**config.mk**
```make
export PLATFORM = sky130hd
export DESIGN_NAME = saddr_next_range_flat
export DESIGN_NICKNAME = d
export VERILOG_FILES = /design/src/rtl/saddr_next_range_pkg.sv /design/src/rtl/saddr_next_range_if.sv /design/src/rtl/saddr_next_range_adder_15_11.sv /design/src/rtl/saddr_next_range_adder_inc.sv /design/src/rtl/saddr_next_range_range.sv /design/src/rtl/saddr_next_range.sv /design/src/flat_wrapper.sv
export SDC_FILE = /design/constraint.sdc
export NUM_CORES = 1
export LEC_CHECK = 0
export BUFFER_PORTS_ARGS = -buffer_cell sky130_fd_sc_hd__buf_2
export CAP_MARGIN = 30
export CORE_UTILIZATION = 43
export DETAILED_ROUTE_END_ITERATION = 10
export GPL_TIMING_DRIVEN = 0
export PLACE_DENSITY = 0.81
export SETUP_SLACK_MARGIN = 0.02
export SYNTH_ARGS = -nofsm -noshare
export SYNTH_HDL_FRONTEND = slang
export SYNTH_SLANG_ARGS = --single-unit
```
**constraint.sdc**
```tcl
create_clock -name clk -period 2.3 [get_ports clk]
set_input_delay 0.23 -clock clk [delete_from_list [all_inputs] [get_ports clk]]
set_output_delay 0.23 -clock clk [all_outputs]
set_load 0.01 [all_outputs]
```
**src/rtl/saddr_next_range_pkg.sv**
```systemverilog
// Shared constants and helpers for the next-line address / security range block.
package saddr_next_range_pkg;

    localparam int unsigned ADDR_W = 65;
    localparam int unsigned VA_TOP = 43;
    localparam int unsigned NEXT_W = 15;
    localparam int unsigned PAGE_W = 14;
    localparam int unsigned LOW_W  = 11;
    localparam int unsigned HIGH_W = NEXT_W - LOW_W;
    localparam int unsigned INC_W  = VA_TOP - LOW_W + 1;
    localparam int unsigned HI_W   = ADDR_W - VA_TOP;

    localparam logic [NEXT_W-1:0] LINE_STEP = 15'h0080;

    // hi = addr[64:43]; canonical when the tag is clear and [63:43] is uniform
    function automatic logic is_canonical(input logic [HI_W-1:0] hi);
        return ~hi[HI_W-1] & ((&hi[HI_W-2:0]) | ~(|hi[HI_W-2:0]));
    endfunction

endpackage

```
**src/rtl/saddr_next_range_if.sv**
```systemverilog
// Operand and result bundle between the address-generation stage and this block.
interface saddr_next_range_if;
    import saddr_next_range_pkg::*;

    logic                in_en;
    logic [ADDR_W-1:0]   cmplx_addr;
    logic                cin_secq;
    logic                ptrdiff;
    logic                split;

    logic                out_en;
    logic [NEXT_W-1:0]   addr_next;
    logic [ADDR_W-1:0]   addr_overreach;
    logic                cout_secq;
    logic                fault_cann;

    modport master (
        output in_en, cmplx_addr, cin_secq, ptrdiff, split,
        input  out_en, addr_next, addr_overreach, cout_secq, fault_cann
    );

    modport slave (
        input  in_en, cmplx_addr, cin_secq, ptrdiff, split,
        output out_en, addr_next, addr_overreach, cout_secq, fault_cann
    );

endinterface

```
**src/rtl/saddr_next_range_adder_15_11.sv**
```systemverilog
// 15-bit adder that also exposes the carry from bit 10 into bit 11.
module adder_15_11
    import saddr_next_range_pkg::*;
(
    input  logic [NEXT_W-1:0] a,
    input  logic [NEXT_W-1:0] b,
    output logic [NEXT_W-1:0] sum_c,
    output logic              c11_c
);

    logic [LOW_W:0]    low_c;
    logic [HIGH_W-1:0] high_c;

    assign low_c  = {1'b0, a[LOW_W-1:0]} + {1'b0, b[LOW_W-1:0]};
    assign c11_c  = low_c[LOW_W];
    assign high_c = a[NEXT_W-1:LOW_W] + b[NEXT_W-1:LOW_W] + HIGH_W'(low_c[LOW_W]);
    assign sum_c  = {high_c, low_c[LOW_W-1:0]};

endmodule

```
**src/rtl/saddr_next_range_adder_inc.sv**
```systemverilog
// Carry-in incrementer; the carry out is dropped so the result wraps.
module adder_inc #(
    parameter int unsigned W = 33
) (
    input  logic [W-1:0] a,
    input  logic         cin,
    output logic [W-1:0] y_c
);

    assign y_c = a + W'(cin);

endmodule

```
**src/rtl/saddr_next_range_range.sv**
```systemverilog
// Pointer-security range check on the upper address bits [64:43].
module addrcalcsec_range
    import saddr_next_range_pkg::*;
(
    input  logic [HI_W-1:0] addr_hi,
    input  logic            cin_secq,
    input  logic            ptrdiff,
    output logic            ok_c
);

    assign ok_c = cin_secq & (ptrdiff | is_canonical(addr_hi));

endmodule

```
**src/rtl/saddr_next_range.sv**
```systemverilog
// Next-line address generation with canonical-range security check, one register stage.
module saddr_next_range
    import saddr_next_range_pkg::*;
(
    input  logic               clk,
    input  logic               rst,
    saddr_next_range_if.slave  bus
);

    logic [NEXT_W-1:0] sum_c;
    logic              coov_c;
    logic [INC_W-1:0]  inc_c;
    logic [ADDR_W-1:0] overreach_c;
    logic              r1_c;
    logic              r2_c;
    logic              secq_c;

    adder_15_11 u_add (
        .a     ({1'b0, bus.cmplx_addr[PAGE_W-1:0]}),
        .b     (LINE_STEP),
        .sum_c (sum_c),
        .c11_c (coov_c)
    );

    adder_inc #(.W(INC_W)) u_inc (
        .a   (bus.cmplx_addr[VA_TOP:LOW_W]),
        .cin (coov_c),
        .y_c (inc_c)
    );

    // Tag and bits above the VA stay untouched; only [43:0] advances
    assign overreach_c = {bus.cmplx_addr[ADDR_W-1:VA_TOP+1], inc_c, sum_c[LOW_W-1:0]};

    addrcalcsec_range u_r1 (
        .addr_hi  (bus.cmplx_addr[ADDR_W-1:VA_TOP]),
        .cin_secq (bus.cin_secq),
        .ptrdiff  (bus.ptrdiff),
        .ok_c     (r1_c)
    );

    addrcalcsec_range u_r2 (
        .addr_hi  (overreach_c[ADDR_W-1:VA_TOP]),
        .cin_secq (bus.cin_secq),
        .ptrdiff  (bus.ptrdiff),
        .ok_c     (r2_c)
    );

    // The next-line address only matters when the access actually spills into it
    assign secq_c = r1_c & (r2_c | ~bus.split);

    always_ff @(posedge clk or posedge rst) begin
        if (rst) begin
            bus.out_en         <= 1'b0;
            bus.addr_next      <= '0;
            bus.addr_overreach <= '0;
            bus.cout_secq      <= 1'b0;
            bus.fault_cann     <= 1'b0;
        end else begin
            bus.out_en         <= bus.in_en;
            bus.addr_next      <= sum_c;
            bus.addr_overreach <= overreach_c;
            bus.cout_secq      <= secq_c;
            bus.fault_cann     <= bus.in_en & ~secq_c;
        end
    end

endmodule

```
**src/flat_wrapper.sv**
```systemverilog
// flat-port wrapper written by rule: the top's interface ports become plain ports
module saddr_next_range_flat import saddr_next_range_pkg::*;
  (clk, rst, bus_in_en, bus_cmplx_addr, bus_cin_secq, bus_ptrdiff, bus_split, bus_out_en, bus_addr_next, bus_addr_overreach, bus_cout_secq, bus_fault_cann);
  saddr_next_range_if bus_i ();
  input  logic clk;
  input  logic rst;
  input wire logic [$bits(bus_i.in_en)-1:0] bus_in_en;
  input wire logic [$bits(bus_i.cmplx_addr)-1:0] bus_cmplx_addr;
  input wire logic [$bits(bus_i.cin_secq)-1:0] bus_cin_secq;
  input wire logic [$bits(bus_i.ptrdiff)-1:0] bus_ptrdiff;
  input wire logic [$bits(bus_i.split)-1:0] bus_split;
  output wire logic [$bits(bus_i.out_en)-1:0] bus_out_en;
  output wire logic [$bits(bus_i.addr_next)-1:0] bus_addr_next;
  output wire logic [$bits(bus_i.addr_overreach)-1:0] bus_addr_overreach;
  output wire logic [$bits(bus_i.cout_secq)-1:0] bus_cout_secq;
  output wire logic [$bits(bus_i.fault_cann)-1:0] bus_fault_cann;
  assign bus_i.in_en = bus_in_en;
  assign bus_i.cmplx_addr = bus_cmplx_addr;
  assign bus_i.cin_secq = bus_cin_secq;
  assign bus_i.ptrdiff = bus_ptrdiff;
  assign bus_i.split = bus_split;
  assign bus_out_en = bus_i.out_en;
  assign bus_addr_next = bus_i.addr_next;
  assign bus_addr_overreach = bus_i.addr_overreach;
  assign bus_cout_secq = bus_i.cout_secq;
  assign bus_fault_cann = bus_i.fault_cann;
  saddr_next_range u_core (.clk(clk), .rst(rst), .bus(bus_i));
endmodule
```
After elaboration in Yosys (flattened, before gate mapping) --
Index checks and enable logic that the tools add are counted.
Word-level totals: input bits 71, logic and storage cells 28, output and inout bits 83, flip-flop bits (word level) 83
Cells by class: reduce and logical (&&, ||, !) cells 4, add/sub/neg operators 3, bitwise gates (word level) 16
Operators by type and width (count):
- 21-bit AND reduction | 2
- 21-bit OR reduction | 2
- 33-bit by 1-bit adder with 33-bit output | 1
- 11-bit by 8-bit adder with 12-bit output (second input constant) | 1
- 1-bit bitwise AND | 6
- 1-bit NOT | 5
- 1-bit bitwise OR | 5
- 3-bit by 1-bit adder with 4-bit output | 1

Longest topological paths before layout --
depth in word-level cells 12, gate-level depth with buffers 9, mapped depth without buffers 9

Modules after synthesis --
From an unflattened synthesis, not the netlist that was laid out.
Unflattened totals: cell total of the unflattened synthesis 297, area, all modules 3474.6 µm²
Modules (own cells, without submodules):
- saddr_next_range | instances 1, area each 1915.6 µm², cells an instance 89, seq. area each 1801.7 µm²
- adder_inc | instances 1, area each 679.4 µm², cells an instance 93, seq. area each 0.0 µm²
- adder_15_11 | instances 1, area each 654.4 µm², cells an instance 79, seq. area each 0.0 µm²
- addrcalcsec_range | instances 2, area each 112.6 µm², cells an instance 18, seq. area each 0.0 µm²

Worst setup path before layout --
No wires, ideal clock.
path type input to register, start point input bus_cmplx_addr[7], end point register u_core.bus.cout_secq, slack 0.167 ns, cell stages on the path 9, arrival 2.013 ns, data required time 2.180 ns, buffers on the path 0, setup time 0.120 ns, cells stage by stage ha_1 > and3_1 > ha_1 > ha_1 > nand3_1 > or3_4 > nor4_1 > nand3b_1 > and3_1
Between the ends: word-level cells in the longest chain between the ends 10, elaborated cells on any way between the ends 11, classes of those cells add/sub: 2; bitwise: 7; reduce/logical: 2
RTL lines:
- start: declaration | line flat_wrapper.sv:8 | input wire logic [$bits(bus_i.cmplx_addr)-1:0] bus_cmplx_addr;
- 11-bit by 8-bit adder with 12-bit output (*) | line saddr_next_range_adder_15_11.sv:14 | assign low_c = {1'b0, a[LOW_W-1:0]} + {1'b0, b[LOW_W-1:0]};
- 33-bit by 1-bit adder with 33-bit output (*) | line saddr_next_range_adder_inc.sv:10 | assign y_c = a + W'(cin);
- 21-bit OR reduction | line saddr_next_range_pkg.sv:17 | return ~hi[HI_W-1] & ((&hi[HI_W-2:0]) | ~(|hi[HI_W-2:0]));
- 1-bit NOT | line saddr_next_range_pkg.sv:17
- 1-bit bitwise OR (*) | line saddr_next_range_pkg.sv:17
- 1-bit bitwise AND (*) | line saddr_next_range_pkg.sv:17
- 1-bit bitwise OR (*) | line saddr_next_range_range.sv:11 | assign ok_c = cin_secq & (ptrdiff | is_canonical(addr_hi));
- 1-bit bitwise AND (*) | line saddr_next_range_range.sv:11
- 1-bit bitwise OR (*) | line saddr_next_range.sv:49 | assign secq_c = r1_c & (r2_c | ~bus.split);
- 1-bit bitwise AND (*) | line saddr_next_range.sv:49
- via u_core.secq_c | line saddr_next_range.sv:16 | logic secq_c;
- end signal: assignment | line saddr_next_range.sv:62 | bus.cout_secq <= secq_c;
- end: declaration | line saddr_next_range_if.sv:24 | output out_en, addr_next, addr_overreach, cout_secq, fault_cann
The timed path passes the listed nets; every way through them passes the cells marked *.

Worst setup path in the final report --
start point input bus_cmplx_addr[7], end point register u_core.bus.addr_overreach[35]
Between the ends: word-level cells in the longest chain between the ends 2
RTL lines:
- 11-bit by 8-bit adder with 12-bit output | line saddr_next_range_adder_15_11.sv:14
- 33-bit by 1-bit adder with 33-bit output | line saddr_next_range_adder_inc.sv:10
- via u_core.inc_c[24] | line saddr_next_range.sv:12 | logic [INC_W-1:0] inc_c;
- end signal: assignment | line saddr_next_range.sv:61 | bus.addr_overreach <= overreach_c;
- end: declaration | line saddr_next_range_if.sv:24
The timed path passes the listed nets, and every way through them passes these cells.

==> impl_metrics.yaml <==
finish:
  n_antenna_cell: 0
  drive_above_1_share_pct: 49.1
  fin_area_um2: 3850
  nets: 454
  syn2layout_area_growth_pct: 47.3
  n_fill_cell: 476
global_route:
  overflow: 0
  antenna_found_initial: 0
  grt_max_degree: 41
  grt_util_all_layers_pct: 19.6
  grt_pass1_vias: 2160
  grt_pass1_wl_um: 9360
synthesis:
  ys_seq_area_share_pct: 66.1
  async_flop_share_pct: 100
  ys_warn_count: 0
  syn_avg_cell_area_um2: 13.3
  netlist_area_um2: 2610
  synth.area.mux_share_pct: 0
  synth.largest_area_cell: "dfrtp_1"
  synth_edf_count: 0
  synth.most_common_cell: "dfrtp_1"
  synthCells: 197
  yosys-top-cells-area: "dfrtp_1 (66%), xnor2_1 (6.0%), xor2_1 (5.0%)"
  syn_nets: 271
  synth_fa_ha_area_share_pct: 1.44
  synth_common_cells: "dfrtp_1 (69), xnor2_1 (18), xor2_1 (15)"
  synth-simple-area-share_pct: 16.3
  synth_top_family_by_area: "simple AND/OR/NAND/NOR gates"
  ys.flop_type: "dfrtp_1"
  ys_seq_elements: 69
  synth_compound_area_share_pct: 0.239
  yosysTopAreaCellShare_pct: 66.1
  synth_xor_area_share_pct: 11.1
  synth_cell_type_count: 23
worst_setup_path:
  cp-start-kind: "input pin"
  cp.arrival_ns: 2.32
  worstPathMaxFanout: 5
  critPathRequiredTime_ns: 2.51
  endpoint_kind: "register"
  worstSetupPathType: "in -> reg"
floorplan:
  initial_core_util_pct: 44.4
  rows: 28
  io_pins: 154
  die_w_um: 79.9
  fp.dieH_um: 79.9
  fp.coreArea_um2: 5890
  fp.dieArea_um2: 6390
routing:
  via_per_inst: 4.66
  first_pass_iters: 4
  totalWireLength_um: 6120
  initialDrtViolationCount: 81
  vias: 2143
  wl_per_cell_um: 13.3
  antenna_left: 0
  drc: 0
clock_tree:
  cts_tree: "yes"
  cts.clk_slew.worst_paths_ns: 0.08
  cts_buffer_depth: 2
  cts.sinks: 69
  htree_levels: 3
  root_buffer: "clkbuf_8"
  cts_buffers: 9
sta:
  finalHoldViolations: 0
  max_clock_freq_mhz: 476
  period_needed_ns: 2.10
  drv_slew: 0
  final.period_utilization_pct: 91.4
  slew_headroom_pct: 57.4
  setup_ws_ns: 0.199
  rsz0062_at_grt: "no"
  tightest_slew_ns: 0.639
  setup_tns_ns: 0
  finalSetupViolCount: 0
place:
  placed_cell_area_um2: 3490
  place_ws_ns: -0.321
  io_buffers: 153
  gp_congestion: 0.784
  hpwl_um: 4680
power:
  p_leak_nw: 1.95
  peakVddDrop_v: 0.000361
  power.density_nw_per_um2: 643
  p_total_w: 0.00247
run:
  max_cap_violations: 0
run_status:
  status: "complete, no violations"
worst_hold_path:
  hp-class: "in -> reg"
## logic make-up (layout without fill, tap and decap cells)
group                    Yosys count  after routing
adder cells (fa/ha/maj)            3              3
flip-flops                        69             69
AO/OA/AOI/OAI                      1              1
buffers and inverters             20            208
XOR/XNOR                          33             33
AND/OR/NAND/NOR                   71             71
## sequential cells by signal (all words and copies together) (netlist names)
name and cells:
u_core.bus.fault_cann 1, u_core.bus.addr_next 15, u_core.bus.addr_overreach 51, u_core.bus.cout_secq 1, u_core.bus.out_en 1
## per-layer routing
| layer | up-vias | routed length, um | GRT usage [%] | share of wire (%) |
|---|---|---|---|---|
| met4 | 0 | 114 | 10.5 | 1.9 |
| met2 | 73 | 3360 | 34.5 | 55 |
| met5 | - | 0 | 0 | 0 |
| li1 | 1038 | - | - | - |
| met3 | 11 | 322 | 5.94 | 5.3 |
| met1 | 1021 | 2320 | 21.0 | 38 |
## where the power goes
group | switching (W) | leakage [nW] | internal [W]
logic | 0.000174 | 1.06 | 0.000166
registers | 0.0000194 | 0.808 | 0.00128
clock network | 0.000443 | 0.0795 | 0.000394
## final timing paths
| kind | start | end | depth (start not counted) |
|---|---|---|---|
| min in group asynchronous | rst | u_core.bus.addr_next[3] | 3 |
| max in group asynchronous | rst | u_core.bus.addr_overreach[37] | 4 |
| min | bus_cmplx_addr[47] | u_core.bus.addr_overreach[47] | 1 |
| max | bus_cmplx_addr[7] | u_core.bus.addr_overreach[35] | 10 |
## layout make-up
cell class / instances / area (um^2) / share of cell area (%)
Sequential cell: 69 / 1730 / 44.9
Timing Repair Buffer: 172 / 966 / 25.1
Multi-Input combinational cell: 108 / 764 / 19.9
Clock buffer: 11 / 131 / 3.41
Buffer: 14 / 105 / 2.73
Tap cell: 75 / 93.8 / 2.44
Clock inverter: 5 / 37.5 / 0.976
Inverter: 6 / 22.5 / 0.585
## layout by cell type, fill, tap and decap left out
cell type / count
and4_2: 1
nor4_2: 1
clkinv_2: 1
or3_4: 2
nor3_2: 1
dlygate4sd3_1: 18
clkbuf_8: 9
and4_1: 4
xnor2_1: 18
nand2_1: 9
buf_4: 14
buf_12: 1
nor4_1: 6
ha_1: 3
nand4b_1: 1
inv_2: 1
and3_1: 8
inv_1: 5
nand3_1: 10
dfrtp_1: 69
or3_1: 1
xor2_1: 15
nor2_1: 8
a31oi_1: 1
clkinv_4: 2
nor3_1: 3
clkinvlp_4: 2
buf_2: 153
clkbuf_1: 2
nand4_1: 12
or4_1: 2
nand3b_1: 1
nand4_2: 1
## what timing repair did
| action | in CTS | in global routing |
|---|---|---|
| setup buffers | 0 | 0 |
| setup endpoints to repair | 0 | 2 |
| endpoints found under the hold margin | 20 | 11 |
| hold buffers | 7 | 11 |
| resized for setup | 0 | 1 |
## critical path: stages
cell and delay [ns]:
buf_2 0.10, ha_1 0.17, and3_1 0.16, ha_1 0.19, ha_1 0.19, nand3_1 0.16
or3_4 0.41, nor2_1 0.35, nand4_1 0.19, xnor2_1 0.16
## stage by stage
stage | std cells | utilization, % | hold slack, ns
final | 460 | 65.4 | 0.0272
after global placement | 425 | 59.0 | 0.339
after floorplan | 197 | - | 0.261
after CTS | 449 | 63.4 | 0.00776
after detailed placement | 426 | 59.3 | 0.339
after global routing | 460 | 65.4 | 0.00125
No activity file was read; power rests on OpenSTA's default activity.
